`config.mk`:
```
export PLATFORM = sky130hd
export DESIGN_NAME = list_source
export DESIGN_NICKNAME = d
export VERILOG_FILES = /design/src/rtl/list_source.sv
export SDC_FILE = /design/constraint.sdc
export NUM_CORES = 1
export LEC_CHECK = 0
export CAP_MARGIN = 10
export CORE_ASPECT_RATIO = 2
export CORE_MARGIN = 3
export CORE_UTILIZATION = 38
export DETAILED_ROUTE_END_ITERATION = 16
export MAX_ROUTING_LAYER = met4
export PLACE_DENSITY = 0.61
export SLEW_MARGIN = 20
export SYNTH_ARGS = -nofsm -noshare
export SYNTH_HDL_FRONTEND = slang
export SYNTH_SLANG_ARGS = --single-unit
```
`constraint.sdc`:
```
create_clock -name CLK -period 5.6 [get_ports CLK]
set_input_delay 1.68 -clock CLK [delete_from_list [all_inputs] [get_ports CLK]]
set_output_delay 1.68 -clock CLK [all_outputs]
set_load 0.02 [all_outputs]
```
`src/rtl/list_source.sv`:
```
// List transmitter: host-loaded scratchpad streamed out as valid/ready beats.
// Optional o_last output is enabled with `define LIST_SOURCE_LAST_EN.
module list_source #(
    parameter  int DW    = 32,
    parameter  int DEPTH = 16,
    localparam int AW    = $clog2(DEPTH)
) (
    input  logic          CLK,
    input  logic          RESET,
    input  logic          i_wr_en,
    input  logic [AW-1:0] i_wr_addr,
    input  logic [DW-1:0] i_wr_data,
    input  logic          i_start,
    input  logic [AW:0]   i_len,
    output logic          o_busy,
    output logic          o_done,
    output logic          o_valid,
    output logic [DW-1:0] o_data,
`ifdef LIST_SOURCE_LAST_EN
    output logic          o_last,
`endif
    input  logic          i_ready
);

    typedef enum logic {IDLE, RUN} state_t;

    localparam logic [AW:0] DEPTH_L = (AW+1)'(DEPTH);

    state_t        state_q, state_d;
    logic [AW:0]   len_q, len_d;
    logic [AW:0]   idx, idx_d;
    logic [DW-1:0] data_d;
    logic          valid_d;
    logic          done_d;
    logic [AW:0]   len_eff;
    logic          hs;
`ifdef LIST_SOURCE_LAST_EN
    logic          last_d;
`endif

    logic [DW-1:0] mem [DEPTH];

    assign len_eff = (i_len > DEPTH_L) ? DEPTH_L : i_len;
    assign hs      = o_valid && i_ready;
    assign o_busy  = (state_q == RUN);

    // Scratchpad is locked while a list is in flight; never reset.
    always_ff @(posedge CLK) begin
        if (i_wr_en && state_q == IDLE)
            mem[i_wr_addr] <= i_wr_data;
    end

    always_comb begin
        state_d = state_q;
        len_d   = len_q;
        idx_d   = idx;
        data_d  = o_data;
        valid_d = o_valid;
        done_d  = 1'b0;
`ifdef LIST_SOURCE_LAST_EN
        last_d  = o_last;
`endif
        case (state_q)
            IDLE: begin
                if (i_start) begin
                    len_d = len_eff;
                    if (len_eff == '0) begin
                        done_d = 1'b1;
                    end else begin
                        // mem read here sees the pre-write value of a same-cycle write
                        data_d  = mem[0];
                        valid_d = 1'b1;
                        idx_d   = (AW+1)'(1);
                        state_d = RUN;
`ifdef LIST_SOURCE_LAST_EN
                        last_d  = (len_eff == (AW+1)'(1));
`endif
                    end
                end
            end
            RUN: begin
                if (hs) begin
                    if (idx < len_q) begin
                        data_d = mem[idx[AW-1:0]];
                        idx_d  = idx + 1'b1;
`ifdef LIST_SOURCE_LAST_EN
                        last_d = (idx == len_q - 1'b1);
`endif
                    end else begin
                        valid_d = 1'b0;
                        data_d  = '0;
                        done_d  = 1'b1;
                        state_d = IDLE;
`ifdef LIST_SOURCE_LAST_EN
                        last_d  = 1'b0;
`endif
                    end
                end
            end
            default: state_d = IDLE;
        endcase
    end

    always_ff @(posedge CLK) begin
        if (RESET) begin
            state_q <= IDLE;
            len_q   <= '0;
            idx     <= '0;
            o_data  <= '0;
            o_valid <= 1'b0;
            o_done  <= 1'b0;
`ifdef LIST_SOURCE_LAST_EN
            o_last  <= 1'b0;
`endif
        end else begin
            state_q <= state_d;
            len_q   <= len_d;
            idx     <= idx_d;
            o_data  <= data_d;
            o_valid <= valid_d;
            o_done  <= done_d;
`ifdef LIST_SOURCE_LAST_EN
            o_last  <= last_d;
`endif
        end
    end

endmodule

```
==> results.yml <==
outcome:
  status: "complete, no violations"
floorplanning:
  num_rows: 123
  die_w_um: 175
  initial_core_util_pct: 38.4
  num_io_pins: 81
  fp.dieH_um: 344
  fp.coreArea_sq_mm: 0.0563
  die_area_sq_mm: 0.0601
synth:
  ys_seq_elements: 561
  synth_top_area_share_pct: 71.0
  yosysWarnings: 0
  synth.area.top_cells: "edfxtp_1 (71%), mux4_2 (13%), dfxtp_1 (4.5%), mux2_2 (1.7%), mux2i_1 (1.6%)"
  yosysTopAreaCell: "edfxtp_1"
  syn_area_sq_mm: 0.0217
  synth_ff_type: "edfxtp_1"
  syn_area_per_cell_sq_um: 20.1
  async_flop_share_pct: 0
  synth_fp_nets: 1126
  synth.distinct_cells: 37
  synth-edff-count: 512
  ys_seq_area_share_pct: 75.5
  synthCells: 1075
cells_and_area:
  antenna_cells: 0
  syn2layout_area_growth_pct: 15.9
  drive_gt1_share_pct: 23.3
  final_nets: 1225
  fin_cells: 1962
power:
  ir_worst_vdd_uv: 214
  power_density_mw_per_mm2: 333
  p_leak_nw: 7.87
routing:
  drt-initial-drc-count: 836
  dr.pass1.iters: 5
  vias: 10637
  detail-route-antenna-nets: 0
  wl_per_cell_um: 25.4
  viasPerCell: 5.42
  drc: 0
  wirelength_mm: 49.8
clock_tree:
  clk_latency_ps: 580
  clock-root-buffer: "clkbuf_16"
  clockBufferDepth: 3
  post_cts_buffers: 0
  numCtsBuffers: 46
  holdBufCountCts: 0
  ctsResizeCount: 0
  clock_sinks: 561
  cts_tree: "built"
  ctsHtreeMaxLevel: 2
  clk_pin_slew_ps: 70
sta:
  relSlewSlack_pct: 32.0
  fin_crit_ps: 3590
  tightest_slew_ps: 1020
  fmax_ghz: 0.278
  setup_tns_ps: 0
  setup_viol: 0
  drv_slew: 0
  post-route-period-util_pct: 64.1
  skew_ps: 19.4
  rsz0062_at_grt: "false"
  hold_violations: 0
  setup_slack_ps: 2010
critical_path:
  start_kind: "input port"
  setup.worst_path.end_class: "register"
  reg2regPathDepth: 4
  crit_type: "in -> reg"
  reg2reg_slack_ps: 2770
  required_ps: 5840
  critPathArrivalTime_ps: 3830
  r2r-end: "o_data[30]$_SDFFE_PP0P_"
  critPathMaxFanout: 17
global_route:
  grt_start_max_net_pins: 68
  overflow: 0
  grt_use_met3_pct: 2.23
  grt_util_met1_pct: 20.1
  busiest_layer: "met2"
  grt_pass1_vias: 11340
  grt_pass1_wl_mm: 74.7
  antenna_found_initial: 0
  grtUsageMet2_pct: 31.0
  grt_use_total_pct: 17.2
hold_path:
  hold_end: "len_q[3]$_SDFFE_PP0P_"
  hold_depth: 2
  hold_path_class: "reg -> reg"
  hp-start: "len_q[3]$_SDFFE_PP0P_"
placed_design:
  hpwl_mm: 30.2
  io_buffer_count: 80
  gp_congestion: 0.781
  place_ws_ps: 1400
  dp.cells: 1876
flow_run:
  maxCapViolations: 0
power breakdown:
part           internal, mW  switching [mW]  leakage (nW)
registers              4.63          0.0399          5.02
clock network          1.86            1.48         0.764
logic                 0.134           0.222          2.08
total                  6.62            1.74          7.87
layout by cell type, fill, tap and decap left out, types with 2 or more instances in the layout:
| master | Yosys | final |
|---|---|---|
| dfxtp_4 | 0 | 3 |
| and3_1 | 3 | 3 |
| mux2i_1 | 35 | 35 |
| buf_4 | 0 | 23 |
| mux4_2 | 128 | 128 |
| clkbuf_1 | 31 | 8 |
| o21ai_0 | 4 | 4 |
| bufinv_16 | 0 | 6 |
| or3_1 | 4 | 4 |
| nor3_1 | 6 | 2 |
| inv_1 | 4 | 4 |
| ha_1 | 5 | 5 |
| clkdlybuf4s50_1 | 0 | 79 |
| nand3b_1 | 4 | 4 |
| inv_6 | 0 | 2 |
| nand2_1 | 45 | 45 |
| clkinv_2 | 0 | 10 |
| a21boi_0 | 2 | 2 |
| dfxtp_1 | 49 | 46 |
| o221ai_1 | 2 | 2 |
| edfxtp_1 | 512 | 512 |
| nand2b_1 | 6 | 6 |
| clkbuf_8 | 0 | 2 |
| a211o_1 | 31 | 31 |
| clkbuf_16 | 0 | 47 |
| mux2_2 | 32 | 32 |
| clkinvlp_4 | 0 | 2 |
| o211ai_1 | 2 | 2 |
| nor2_1 | 52 | 40 |
| a311oi_1 | 2 | 2 |
| nor2_4 | 0 | 12 |
| nand4_1 | 3 | 3 |
| a21o_1 | 2 | 2 |
| clkinv_8 | 0 | 2 |
| a21oi_1 | 41 | 40 |
| a31oi_1 | 2 | 2 |
| nand3_1 | 33 | 32 |
| nor3_2 | 0 | 4 |
| clkinv_1 | 0 | 6 |
| buf_12 | 0 | 4 |
how the worst max path moves through the flow:
| stage | startpoint | endpoint | slack (ps) | cells after the start |
|---|---|---|---|---|
| after detailed placement | i_wr_addr[1] | mem[6][26]$_DFFE_PP_ | 1400 | 4 |
| final | i_wr_en | mem[2][23]$_DFFE_PP_ | 2010 | 5 |
| after global routing | i_wr_addr[1] | mem[6][26]$_DFFE_PP_ | 1900 | 4 |
| after global placement | i_wr_en | mem[2][17]$_DFFE_PP_ | 1450 | 5 |
| after CTS | o_busy$_SDFF_PP0_ | o_busy | 2010 | 1 |
| after floorplan | i_wr_en | mem[0][0]$_DFFE_PP_ | 810 | 3 |
per-stage QoR:
stage / hold slack [ps] / instance area [sq um] / util [%] / power, mW
2_1_floorplan: 432 / 21700 / - / 4.91
3_3_place_gp: 446 / 23400 / 41.6 / 5.11
3_5_place_dp: 455 / 23500 / 41.8 / 5.12
4_1_cts: 470 / 25100 / 44.5 / 8.45
5_1_grt: 507 / 25100 / 44.5 / 8.62
6_report: 467 / 25100 / 44.5 / 8.36
layout make-up:
| class | count | area (sq um) |
|---|---|---|
| clock buffer | 57 | 1230 |
| clock inverter | 29 | 327 |
| fill | 4841 | 31200 |
| inverter | 4 | 15.0 |
| multi-input combinational | 453 | 5130 |
| sequential | 561 | 16400 |
| tap | 750 | 938 |
| timing repair buffer | 108 | 1080 |
state kept, by name (all words and copies together), names as in the netlist, named ones only:
register	count
mem	512
o_busy	1
len_q	5
o_data	32
idx	5
o_valid	1
o_done	1
critical path: stages:
cell and delay, ps:
clkdlybuf4s50_1 520, nand2b_1 100, or3_1 480, nor2_4 600, buf_4 410
synthesized netlist by cell type, types with 4 or more instances:
master	n
or3_1	4
nor3_1	6
inv_1	4
buf_1	8
buf_6	6
mux2_2	32
nand2_1	45
mux4_2	128
nor2_1	52
o21ai_0	4
buf_2	12
a21oi_1	41
nand2b_1	6
nand3b_1	4
dfxtp_1	49
a211o_1	31
clkbuf_1	31
nand3_1	33
ha_1	5
edfxtp_1	512
mux2i_1	35
cell families (layout without fill, tap and decap cells):
logic type	count (synthesis)	after routing	share of synthesized area [%]
AND/OR/NAND/NOR	159	159	3.28
flip-flops	561	561	75.5
adder cells (fa/ha/maj)	5	5	0.289
buffers and inverters	61	198	1.33
multiplexers	195	195	16.6
AO/OA/AOI/OAI	94	94	2.95
routing by layer:
metal	wire [um]	share of wire [%]
met4	1330	2.7
met1	18800	38
met2	27400	55
met3	2300	4.6
met5	0	0
Power figures use the tool's default switching activity.
